### src/rtl/hdlverifier_pkg.sv
// Shared types and defaults for the register access arbiter.
// Latency: n/a (types, constants and a width helper only).
// Backpressure: n/a.
package hdlverifier_pkg;

  // Arbiter FSM states.
  typedef enum logic [1:0] {
    ST_IDLE  = 2'd0,
    ST_ISSUE = 2'd1,
    ST_WAIT  = 2'd2,
    ST_ACK   = 2'd3
  } state_t;

  localparam int DEF_NUM_REQ  = 3;
  localparam int DEF_ADDR_W   = 5;
  localparam int DEF_DATA_W   = 32;
  localparam int DEF_READ_LAT = 1;

  // WAIT down-counter width; READ_LAT never exceeds 4.
  localparam int CNT_W = 3;

  // Width of a requester index; never narrower than one bit.
  function automatic int idx_w(input int n);
    return (n > 1) ? $clog2(n) : 1;
  endfunction

endpackage

### src/rtl/hdlverifier_rr_select.sv
// Round-robin winner selection among pending requesters.
// Latency: combinational, zero cycles.
// Backpressure: none; the caller decides when the winner is consumed.
// Ports: req (pending requests), last_owner (previous winner),
//        winner (index of the selected requester), valid (any request pending).
module hdlverifier_rr_select
  import hdlverifier_pkg::*;
#(
  parameter int NUM_REQ = DEF_NUM_REQ,
  parameter int IDX_W   = idx_w(NUM_REQ)
) (
  input  logic [NUM_REQ-1:0] req,
  input  logic [IDX_W-1:0]   last_owner,
  output logic [IDX_W-1:0]   winner,
  output logic               valid
);

  // Search starts just after the last owner and wraps; the last owner is
  // visited last so it gets the lowest priority.
  always_comb begin
    winner = '0;
    valid  = 1'b0;
    for (int k = 1; k <= NUM_REQ; k++) begin
      if (!valid && req[IDX_W'((int'(last_owner) + k) % NUM_REQ)]) begin
        winner = IDX_W'((int'(last_owner) + k) % NUM_REQ);
        valid  = 1'b1;
      end
    end
  end

endmodule

### src/rtl/hdlverifier_reg_access_arbiter.sv
// Arbitrates NUM_REQ requesters onto one register-file port, round-robin.
// Latency: req edge k -> ISSUE k+1; write ack k+2, read ack k+2+READ_LAT.
// Backpressure: req is a level held until ack; one access at a time, one IDLE gap.
// Ports: clk, reset_n; req/req_write/req_addr/req_wdata (packed per requester);
//        gnt, ack, rd_data to requesters; reg_addr/reg_wdata/reg_write/reg_rdata
//        to the register file; busy while not idle.
module hdlverifier_reg_access_arbiter
  import hdlverifier_pkg::*;
#(
  parameter int NUM_REQ  = DEF_NUM_REQ,
  parameter int ADDR_W   = DEF_ADDR_W,
  parameter int DATA_W   = DEF_DATA_W,
  parameter int READ_LAT = DEF_READ_LAT
) (
  input  logic                      clk,
  input  logic                      reset_n,
  input  logic [NUM_REQ-1:0]        req,
  input  logic [NUM_REQ-1:0]        req_write,
  input  logic [NUM_REQ*ADDR_W-1:0] req_addr,
  input  logic [NUM_REQ*DATA_W-1:0] req_wdata,
  output logic [NUM_REQ-1:0]        gnt,
  output logic [NUM_REQ-1:0]        ack,
  output logic [DATA_W-1:0]         rd_data,
  output logic [ADDR_W-1:0]         reg_addr,
  output logic [DATA_W-1:0]         reg_wdata,
  output logic                      reg_write,
  input  logic [DATA_W-1:0]         reg_rdata,
  output logic                      busy
);

  localparam int IDX_W = idx_w(NUM_REQ);

  state_t             state;
  logic [IDX_W-1:0]   owner;
  logic [IDX_W-1:0]   last_owner;
  logic               cmd_write;
  logic [CNT_W-1:0]   wait_cnt;

  logic [IDX_W-1:0]   win_idx;
  logic               win_vld;

  logic [ADDR_W-1:0]  addr_arr [NUM_REQ];
  logic [DATA_W-1:0]  data_arr [NUM_REQ];

  // Unpack the flat per-requester buses for indexed selection.
  always_comb begin
    for (int i = 0; i < NUM_REQ; i++) begin
      addr_arr[i] = req_addr[i*ADDR_W +: ADDR_W];
      data_arr[i] = req_wdata[i*DATA_W +: DATA_W];
    end
  end

  hdlverifier_rr_select #(
    .NUM_REQ (NUM_REQ),
    .IDX_W   (IDX_W)
  ) u_rr_select (
    .req        (req),
    .last_owner (last_owner),
    .winner     (win_idx),
    .valid      (win_vld)
  );

  // reg_addr/reg_wdata double as the latched command: they are loaded at
  // arbitration and held, so later req_* changes cannot disturb the access.
  always_ff @(posedge clk or negedge reset_n) begin
    if (!reset_n) begin
      state      <= ST_IDLE;
      owner      <= '0;
      last_owner <= IDX_W'(NUM_REQ - 1);
      cmd_write  <= 1'b0;
      wait_cnt   <= '0;
      gnt        <= '0;
      ack        <= '0;
      busy       <= 1'b0;
      reg_write  <= 1'b0;
      reg_addr   <= '0;
      reg_wdata  <= '0;
      rd_data    <= '0;
    end else begin
      reg_write <= 1'b0;
      ack       <= '0;
      case (state)
        ST_IDLE: begin
          if (win_vld) begin
            state        <= ST_ISSUE;
            owner        <= win_idx;
            cmd_write    <= req_write[win_idx];
            reg_addr     <= addr_arr[win_idx];
            reg_wdata    <= data_arr[win_idx];
            reg_write    <= req_write[win_idx];
            gnt          <= '0;
            gnt[win_idx] <= 1'b1;
            busy         <= 1'b1;
          end
        end
        ST_ISSUE: begin
          if (cmd_write) begin
            state      <= ST_ACK;
            ack[owner] <= 1'b1;
            last_owner <= owner;
          end else begin
            state    <= ST_WAIT;
            wait_cnt <= CNT_W'(READ_LAT);
          end
        end
        ST_WAIT: begin
          // Last WAIT cycle is when registered read data is valid.
          if (wait_cnt == CNT_W'(1)) begin
            state      <= ST_ACK;
            wait_cnt   <= '0;
            rd_data    <= reg_rdata;
            ack[owner] <= 1'b1;
            last_owner <= owner;
          end else begin
            wait_cnt <= wait_cnt - CNT_W'(1);
          end
        end
        ST_ACK: begin
          state <= ST_IDLE;
          gnt   <= '0;
          busy  <= 1'b0;
        end
        default: begin
          state <= ST_IDLE;
        end
      endcase
    end
  end

endmodule

### config.mk
export PLATFORM = sky130hd
export DESIGN_NAME = hdlverifier_reg_access_arbiter
export DESIGN_NICKNAME = d
export VERILOG_FILES = /design/src/rtl/hdlverifier_pkg.sv /design/src/rtl/hdlverifier_rr_select.sv /design/src/rtl/hdlverifier_reg_access_arbiter.sv
export SDC_FILE = /design/constraint.sdc
export NUM_CORES = 1
export LEC_CHECK = 0
export BUFFER_PORTS_ARGS = -buffer_cell sky130_fd_sc_hd__buf_2
export CELL_PAD_IN_SITES_DETAIL_PLACEMENT = 1
export CELL_PAD_IN_SITES_GLOBAL_PLACEMENT = 1
export CORE_UTILIZATION = 28
export DETAILED_ROUTE_END_ITERATION = 7
export GPL_TIMING_DRIVEN = 0
export PLACE_DENSITY_LB_ADDON = 0.1
export SLEW_MARGIN = 15
export SYNTH_ARGS = -nofsm -noshare
export SYNTH_HDL_FRONTEND = slang
export SYNTH_SLANG_ARGS = --single-unit
### constraint.sdc
create_clock -name clk -period 2.8 [get_ports clk]
set_input_delay 0.84 -clock clk [delete_from_list [all_inputs] [get_ports clk]]
set_output_delay 0.84 -clock clk [all_outputs]
set_load 0.005 [all_outputs]
# Yosys cells after proc, flatten, opt, wreduce, memory -nomap -nowiden
# Index checks and enable logic that the tools add are counted.
dict set report word_totals {
  reg_bits 87
  out_inout_bits 77
  wordCells 97
}
dict set report op_classes {
  add_sub_neg 4
  div_mod_pow 3
  order_cmp 8
  n_eq_ne 8
  n_mux 46
  n_bitwise 1
  reduce_logical 15
}
# op n
set op_table {}
lappend op_table {{$mod 32x3->32 const B} 3}
lappend op_table {{$bmux 32 s2} 1}
lappend op_table {{$mux 32} 2}
lappend op_table {{$pmux 3 s2} 3}
lappend op_table {{$mux 1} 16}
lappend op_table {{$mux 3} 5}
lappend op_table {{$mux 2} 7}
lappend op_table {{$lt 2x4->1 const B} 3}
lappend op_table {{$bmux 5 s2} 1}
lappend op_table {{$mux 5} 2}
lappend op_table {{$reduce_and 2->1} 5}
lappend op_table {{$bmux 1 s2} 4}
lappend op_table {{$pmux 2 s4} 1}
lappend op_table {{$add 2x2->3 const B} 2}
lappend op_table {{$lt 2x3->1 const B} 2}
lappend op_table {{$ne 2x2->1 const B} 3}
lappend op_table {{$demux 1 s2} 2}
lappend op_table {{$eq 2x2->1 const B} 2}
lappend op_table {{$ge 2x1->1 const B} 2}
lappend op_table {{$logic_and 1x1->1} 4}
lappend op_table {{$pmux 2 s2} 1}
lappend op_table {{$reduce_bool 2->1} 2}
lappend op_table {{$add 2x1->3 const B} 1}
lappend op_table {{$eq 3x1->1 const B} 1}
lappend op_table {{9 further kinds} 10}

# Depth between registers and ports, before layout
# Gate-level depths: netlist of run 1.
dict set report depth {
  depth_word 18
  depth_mapped 10
  depth_no_buf 7
}

# Cells and area by module
# A second synthesis of run 1 with hierarchy kept.
dict set report unflattened {
  hier_cells 404
  hier_area_um2 4579.4
}
# module instances cells_each area_per_inst_um2 seq_area_each_um2
set by_module_without_submodules {}
lappend by_module_without_submodules {hdlverifier_reg_access_arbiter 1 384 4448.0 2178.3}
lappend by_module_without_submodules {hdlverifier_rr_select 1 20 131.4 0.0}

# Worst setup path before layout of run 1
# Ideal clock, no wire load.
dict set report synth_path {
  path_type {register -> register}
  from {register last_owner[1]}
  to {register reg_addr[0]}
  arrival_time_ns 2.132
  required_time_ns 2.665
  path_slack_ns 0.533
  path_stages_with_launch 10
  n_path_buf 2
  synth_period_minus_slack_ns 2.267
  cell_sequence {dfstp_2 -> inv_1 -> ha_1 -> mux2i_1 -> o211ai_1 -> o21bai_1 -> buf_4 -> buf_6 -> a221oi_1 -> o31ai_1}
}
dict set report synth_between {
  elab_chain_len 16
  word_cells_on_any_way 30
}
# item line
set synth_rtl {}
lappend synth_rtl {{start, declared} hdlverifier_reg_access_arbiter.sv:35} ;# logic [IDX_W-1:0] last_owner;
lappend synth_rtl {{start signal, assigned} hdlverifier_reg_access_arbiter.sv:69} ;# last_owner <= IDX_W'(NUM_REQ - 1);
lappend synth_rtl {{start signal, assigned} hdlverifier_reg_access_arbiter.sv:100} ;# last_owner <= owner;
lappend synth_rtl {{start signal, assigned} hdlverifier_reg_access_arbiter.sv:113} ;# last_owner <= owner;
lappend synth_rtl {{$add 2x1->3} {hdlverifier_rr_select.sv:24, hdlverifier_rr_select.sv:25}}
lappend synth_rtl {{$mod 32x3->32} {hdlverifier_rr_select.sv:24, hdlverifier_rr_select.sv:25}}
lappend synth_rtl {{$bmux 1 s2} hdlverifier_rr_select.sv:24} ;# if (!valid && req[IDX_W'((int'(last_owner) + k) % NUM_REQ)]) begin
lappend synth_rtl {{$mux 1 (not written as such) (2 in series)} hdlverifier_rr_select.sv:24}
lappend synth_rtl {{$mux 1} hdlverifier_rr_select.sv:24}
lappend synth_rtl {{$logic_not 1->1} hdlverifier_rr_select.sv:24}
lappend synth_rtl {{$logic_and 1x1->1} hdlverifier_rr_select.sv:24}
lappend synth_rtl {{$mux 1} hdlverifier_rr_select.sv:24}
lappend synth_rtl {{$logic_not 1->1} hdlverifier_rr_select.sv:24}
lappend synth_rtl {{$logic_and 1x1->1} hdlverifier_rr_select.sv:24}
lappend synth_rtl {{$mux 2} hdlverifier_rr_select.sv:24}
lappend synth_rtl {{$not 2->3 (not written as such)} hdlverifier_reg_access_arbiter.sv:88} ;# reg_addr <= addr_arr[win_idx];
lappend synth_rtl {{$bmux 5 s2} hdlverifier_reg_access_arbiter.sv:88}
lappend synth_rtl {{$mux 5 (not written as such) (2 in series)} hdlverifier_reg_access_arbiter.sv:88}
lappend synth_rtl {{end signal, assigned} hdlverifier_reg_access_arbiter.sv:88}
lappend synth_rtl {{end, declared} hdlverifier_reg_access_arbiter.sv:24} ;# output logic [ADDR_W-1:0] reg_addr,
# Several ways; a longest one is shown, not always the timed one. The select of a mux whose other input is x is not followed.
# A chain may end at the register's enable or synchronous reset.

# Worst setup path in the final report of run 1
# Ends and elaborated chain as after synthesis.

==> flow_summary.ini, run 1 <==
[critical_path]
cp_num_buf_inv = 3
start_kind = flip-flop
cp-startpoint = last_owner[1]
r2r_start = last_owner[1]
worst-setup-path-type = flip-flop to flip-flop
crit_fanout = 10
crit_arrival_ns = 2.83
end_kind = flip-flop
cp.depth = 9
crit_chain = inv_1 -> ha_1 -> mux2i_2 -> o211ai_1 -> o21bai_1 -> buf_4 -> buf_6 -> a221oi_1 -> o31ai_1
slowest_delay_ns = 0.55
critPathTopFamily = compound AO/OA/AOI/OAI gates
slowest_stage = dfstp_2
r2r_cells = 9
required_ns = 3.02

[cts]
cts_tree = done
cts-root-buf = clkbuf_16
clk_latency_ns = 0.35
clk_path_buf_depth = 2
cts_buffers = 9
cts_sinks = 87
htree_levels = 3
path_clk_slew_ns = 0.07
postCtsHoldBufs = 0

[outcome]
outcome = finished clean

[sta]
fin_crit_sh_pct = 93.0
drv_slew = 0
fmax_mhz = 384
rsz0062_at_grt = false
setup_viol = 0
hold_violations = 0
tightest_slew_ns = 0.557
min_period_ns = 2.61
slew_headroom_pct = 62.6
finalClockSkew_ns = 0.00723

[global_routing]
grt_pass1_wl_um = 24100
grt_overflow = 0
grt_max_degree = 58
grt_use_total_pct = 18.6
grt_pass1_vias = 4650
antenna_found_initial = 1

[routing]
final_antenna_net_count = 0
met1_length_um = 6540
routed-wl-met2_um = 7720
met3_length_um = 1010
dr.first_iter.drc_count = 94
vias = 4414
highest_layer = met4
avgViaCountPerCell = 4.88
drc = 0
drt_wl_total_um = 15500
dr.pass1.iters = 4
wl_per_cell_um = 17.1

[flow_run]
cap_viol_max_count = 0

[synth]
synth_warnings = 0
synthSimpleGateAreaFrac_pct = 16.6
synthXorXnorAreaFrac_pct = 0
synth-seq-cells = 87
syn_area_um2 = 4620
ys.flop_type = dfrtp_1
synthAdderAreaFrac_pct = 2.71
synth_compound_area_share_pct = 19.6
ys_seq_area_share_pct = 47.1
synth_top_family_by_area = compound AO/OA/AOI/OAI gates
synth_edf_count = 0
async_flop_share_pct = 100
syn_area_per_cell_um2 = 10.4
syn-num-nets = 605
yosysUniqueCellTypes = 42
synth.area.mux_share_pct = 9.61
netlist_instances = 444

[cells_and_area]
drive_gt1_share_pct = 46.1
finish.instance_area_um2 = 6380
final_cells = 905
layout.nets = 844
area_growth_pct = 38.0

[floorplanning]
dieArea_um2 = 17000
core_um2 = 16000
row_count = 46
die_w_um = 130
ioPinCount = 228
initial_core_util_pct = 28.9
die_height_um = 130

[placed_design]
dp_hpwl_um = 12100
port_buffers = 227
dp.cells = 888
placed_cell_area_um2 = 6060
place_congestion = 0.796

[worst_hold_path]
hold_path_class = primary input to asynchronous set/reset pin

[power]
ir_worst_vdd_mv = 0.372
p_leak_nw = 3.10
powerDensity_nw_per_um2 = 1210
-- per-layer routing --
| layer | vias up | GRT usage, % |
|---|---|---|
| met1 | 2162 | 22.3 |
| met3 | 14 | 4.07 |
| met5 | - | 0 |
| met4 | 0 | 6.49 |
| met2 | 141 | 32.6 |
| li1 | 2097 | - |
-- synthesized netlist by cell type, types with 2 or more instances --
library cell / n / area [um2]
a21oi_1: 4 / 20.0
a221oi_1: 33 / 289
a221oi_2: 7 / 105
and2_1: 38 / 238
buf_2: 5 / 25.0
buf_4: 4 / 30.0
buf_6: 3 / 33.8
clkbuf_1: 21 / 78.8
dfrtp_1: 86 / 2150
ha_1: 10 / 125
inv_1: 9 / 33.8
mux2_2: 35 / 394
mux2i_1: 5 / 50.1
nand2_1: 56 / 210
nand2b_1: 3 / 18.8
nand3b_1: 2 / 15.0
nor2_1: 43 / 161
nor2b_1: 4 / 25.0
nor3_1: 2 / 10.0
nor3b_1: 2 / 15.0
o211ai_1: 3 / 22.5
o21ai_0: 9 / 45.0
o21ai_4: 2 / 32.5
o221ai_1: 2 / 17.5
o22a_1: 2 / 17.5
o31ai_1: 38 / 285
-- placed cells by master (no fill, tap or decap), types with 10 or more instances in the layout --
cell / synthesis / final
buf_2: 5 / 231
dfrtp_1: 86 / 86
nand2_1: 56 / 56
nor2_1: 43 / 43
and2_1: 38 / 38
o31ai_1: 38 / 38
mux2_2: 35 / 35
a221oi_1: 33 / 33
clkbuf_2: 0 / 11
clkbuf_1: 21 / 10
ha_1: 10 / 10
-- repair_timing --
item                                    4_1_cts  5_1_grt
pin swaps                                     0        1
endpoints found under the hold margin         0        0
gates resized for setup                       2       19
endpoints found under the setup margin       10       34
buffers inserted                              0        0
-- sequential cells by signal, summed over array words and instances, names as in the netlist --
signal	cells
ack	3
busy	1
cmd_write	1
gnt	3
last_owner	2
owner	2
rd_data	32
reg_addr	5
reg_wdata	32
reg_write	1
state	2
wait_cnt	3
-- worst register-to-register path, stage by stage (launching register included) --
cell and delay [ns]:
dfstp_2 0.55, inv_1 0.07, ha_1 0.29, mux2i_2 0.34, o211ai_1 0.19, o21bai_1 0.21, buf_4 0.20, buf_6 0.17
a221oi_1 0.34, o31ai_1 0.12
-- through the flow --
stage,setup slack (ns),utilization [%],total power [mW],hold WS [ns],setup TNS [ns]
finish,0.195,39.9,7.72,0.430,0
global route,0.00229,39.8,8.40,0.460,0
CTS,0.0174,39.7,7.83,0.439,0
detailed placement,-0.107,37.9,6.58,0.464,-1.13
global placement,-0.0198,37.7,6.45,0.457,-0.118
floorplan,0.533,-,4.99,0.463,0
-- cells by family after synthesis --
logic type | count (synthesis)
simple gates | 158
compound gates | 107
flops | 87
buf+inv | 42
mux | 40
fa+ha+maj | 10
-- power breakdown --
group | total, mW | switching, mW | internal [mW]
combinational | 4.29 | 2.39 | 1.90
sequential | 2.21 | 0.323 | 1.88
clock | 1.22 | 0.585 | 0.632
-- area by class of cell --
cell class | instances | area, um2
diodes | 1 | 2.50
plain buffers | 33 | 181
clock buffers | 9 | 225
clock inverters | 7 | 73.8
fillers | 1903 | 9620
inverters | 9 | 33.8
multi-input cells | 315 | 2250
flip-flops and latches | 87 | 2180
well taps | 216 | 270
repair buffers | 228 | 1170
-- worst paths after layout --
path | to | slack, ns
max in group asynchronous | rd_data[0] | 1.75
min reg2reg | reg_wdata[11] | 0.48
max | reg_addr[0] | 0.19
min | ack[1] | 0.43
min in group clk | reg_wdata[11] | 0.48
max reg2reg | reg_addr[0] | 0.19
Power figures use the tool's default switching activity.
==> run 2, diff against run 1 <==
--- a/config.mk
+++ b/config.mk
@@ -5,13 +5,15 @@
 export SDC_FILE = /design/constraint.sdc
 export NUM_CORES = 1
 export LEC_CHECK = 0
+export ABC_CLOCK_PERIOD_IN_PS = 2800
 export BUFFER_PORTS_ARGS = -buffer_cell sky130_fd_sc_hd__buf_2
 export CELL_PAD_IN_SITES_DETAIL_PLACEMENT = 1
 export CELL_PAD_IN_SITES_GLOBAL_PLACEMENT = 1
+export CORE_MARGIN = 5
 export CORE_UTILIZATION = 28
 export DETAILED_ROUTE_END_ITERATION = 7
 export GPL_TIMING_DRIVEN = 0
-export PLACE_DENSITY_LB_ADDON = 0.1
+export PLACE_DENSITY = 0.64
 export SLEW_MARGIN = 15
 export SYNTH_ARGS = -nofsm -noshare
 export SYNTH_HDL_FRONTEND = slang
==> flow_summary.ini, run 2 (same netlist as run 1, synthesis figures left out) <==
[outcome]
outcome = finished clean

[routing]
dr.first_iter.drc_count = 174
dr.pass1.iters = 4
drt_wl_total_um = 15900
vias = 4415
routed-wl-met2_um = 7610
avgViaCountPerCell = 4.86
final_antenna_net_count = 0
highest_layer = met4
wl_per_cell_um = 17.5
met3_length_um = 1240
met1_length_um = 6720
drc = 0

[sta]
rsz0062_at_grt = true
setup_viol = 0
drv_slew = 0
fin_crit_sh_pct = 91.4
fmax_mhz = 391
hold-worst-slack_ns = 0.423
slew_headroom_pct = 60.7
tightest_slew_ns = 0.589
finalClockSkew_ns = 0.0102
hold_violations = 0
min_period_ns = 2.56

[cells_and_area]
mostFrequentLayoutCell = buf_2
area_growth_pct = 38.4
seqCellArea_um2 = 2180
largestRegisters = rd_data: 32 flops, reg_wdata: 32 flops, reg_addr: 5 flops
finish.instance_area_um2 = 6400
fill_cells = 1941
final_cells = 909
drive_gt1_share_pct = 46.5
final_cell_mix = 230 x buf_2, 86 x dfrtp_1, 56 x nand2_1
layout.nets = 844
multi_input_area_um2 = 2260

[global_routing]
antenna_found_initial = 1
grt_pass1_wl_um = 26100
grt_overflow = 0
grt_max_degree = 61
grt_use_total_pct = 16.6
grt_pass1_vias = 5010

[floorplanning]
die_w_um = 138
row_count = 47
core_um2 = 16400
ioPinCount = 228
die_height_um = 138
initial_core_util_pct = 28.2
dieArea_um2 = 19200

[critical_path]
slowest_delay_ns = 0.55
required_ns = 3.01
end_kind = flip-flop
crit_fanout = 10
slowest_stage = dfstp_2
crit_chain = inv_1 -> ha_1 -> mux2i_2 -> o21ai_4 -> o31ai_4 -> buf_1 -> o31ai_1
r2r_end = reg_wdata[8]
crit_arrival_ns = 2.77
r2r_start = last_owner[1]
start_kind = flip-flop
rrSetupSlack_ns = 0.24
worst-setup-path-type = flip-flop to flip-flop
r2r_cells = 7

[cts]
cts_buffers = 9
clk_latency_ns = 0.35
htree_levels = 3
clk_path_buf_depth = 2
cts_tree = done
cts_sinks = 87
cts_setup_buffers = 0
path_clk_slew_ns = 0.07
cts-root-buf = clkbuf_16

[placed_design]
dp_hpwl_um = 12700
dp.cells = 892
placed_cell_area_um2 = 6060
place_congestion = 0.802
port_buffers = 227

[power]
ir_worst_vdd_mv = 0.388
powerDensity_nw_per_um2 = 1220
p_leak_nw = 3.11

[worst_hold_path]
hold_path_class = primary input to asynchronous set/reset pin

[flow_run]
cap_viol_max_count = 0
==> run 2: how the worst max path moves through the flow <==
stage	from	endpoint	slack [ns]	cells after the start
3_5_place_dp	req[2]	gnt[2]	-0.007	6
4_1_cts	last_owner[1]	gnt[2]	0.04	7
6_report	last_owner[1]	reg_wdata[8]	0.24	7
2_1_floorplan	last_owner[1]	reg_addr[0]	0.53	9
5_1_grt	last_owner[0]	reg_wdata[16]	-0.02	8
3_3_place_gp	req[2]	gnt[2]	0.03	6
==> run 2: area by class of cell <==
class / instances / share of cell area (%)
multi-input cells: 315 / 35.3
flip-flops and latches: 87 / 34.1
repair buffers: 228 / 18.2
well taps: 220 / 4.30
clock buffers: 9 / 3.52
plain buffers: 33 / 2.89
clock inverters: 7 / 1.13
inverters: 9 / 0.528
diodes: 1 / 0.0391
==> run 2: metrics by stage <==
stage	utilization, %	worst slack (ns)	power, mW	TNS (ns)
after floorplan	-	0.533	4.99	0
after global placement	36.8	0.0265	6.42	0
after detailed placement	37.0	-0.00744	6.61	-0.00744
after CTS	38.8	0.0441	7.86	0
after global routing	39.0	-0.0157	8.47	-0.0720
final	39.0	0.241	7.77	0
==> run 2: where the power goes <==
| part | total (mW) | internal (mW) | switching [mW] |
|---|---|---|---|
| registers | 2.22 | 1.88 | 0.335 |
| clock network | 1.21 | 0.630 | 0.582 |
| logic | 4.34 | 1.92 | 2.42 |
==> run 2: what timing repair did <==
action | 4_1_cts | 5_1_grt
resized for setup | 0 | 30
hold buffers | 0 | 0
setup endpoints to repair | 0 | 41
==> run 2: layer usage <==
metal | GRT usage, % | up-vias
li1 | - | 2091
met1 | 20.5 | 2113
met2 | 27.4 | 184
met3 | 5.08 | 27
met4 | 6.19 | 0
met5 | 0 | -
==> run 2: critical path, delay by kind of cell, from the launching register on <==
| family | cells | cell delay, ns |
|---|---|---|
| AO/OA/AOI/OAI | 3 | 0.75 |
| buffers and inverters | 2 | 0.50 |
| multiplexers | 1 | 0.34 |
| flip-flops | 1 | 0.55 |
| adder cells (fa/ha/maj) | 1 | 0.28 |
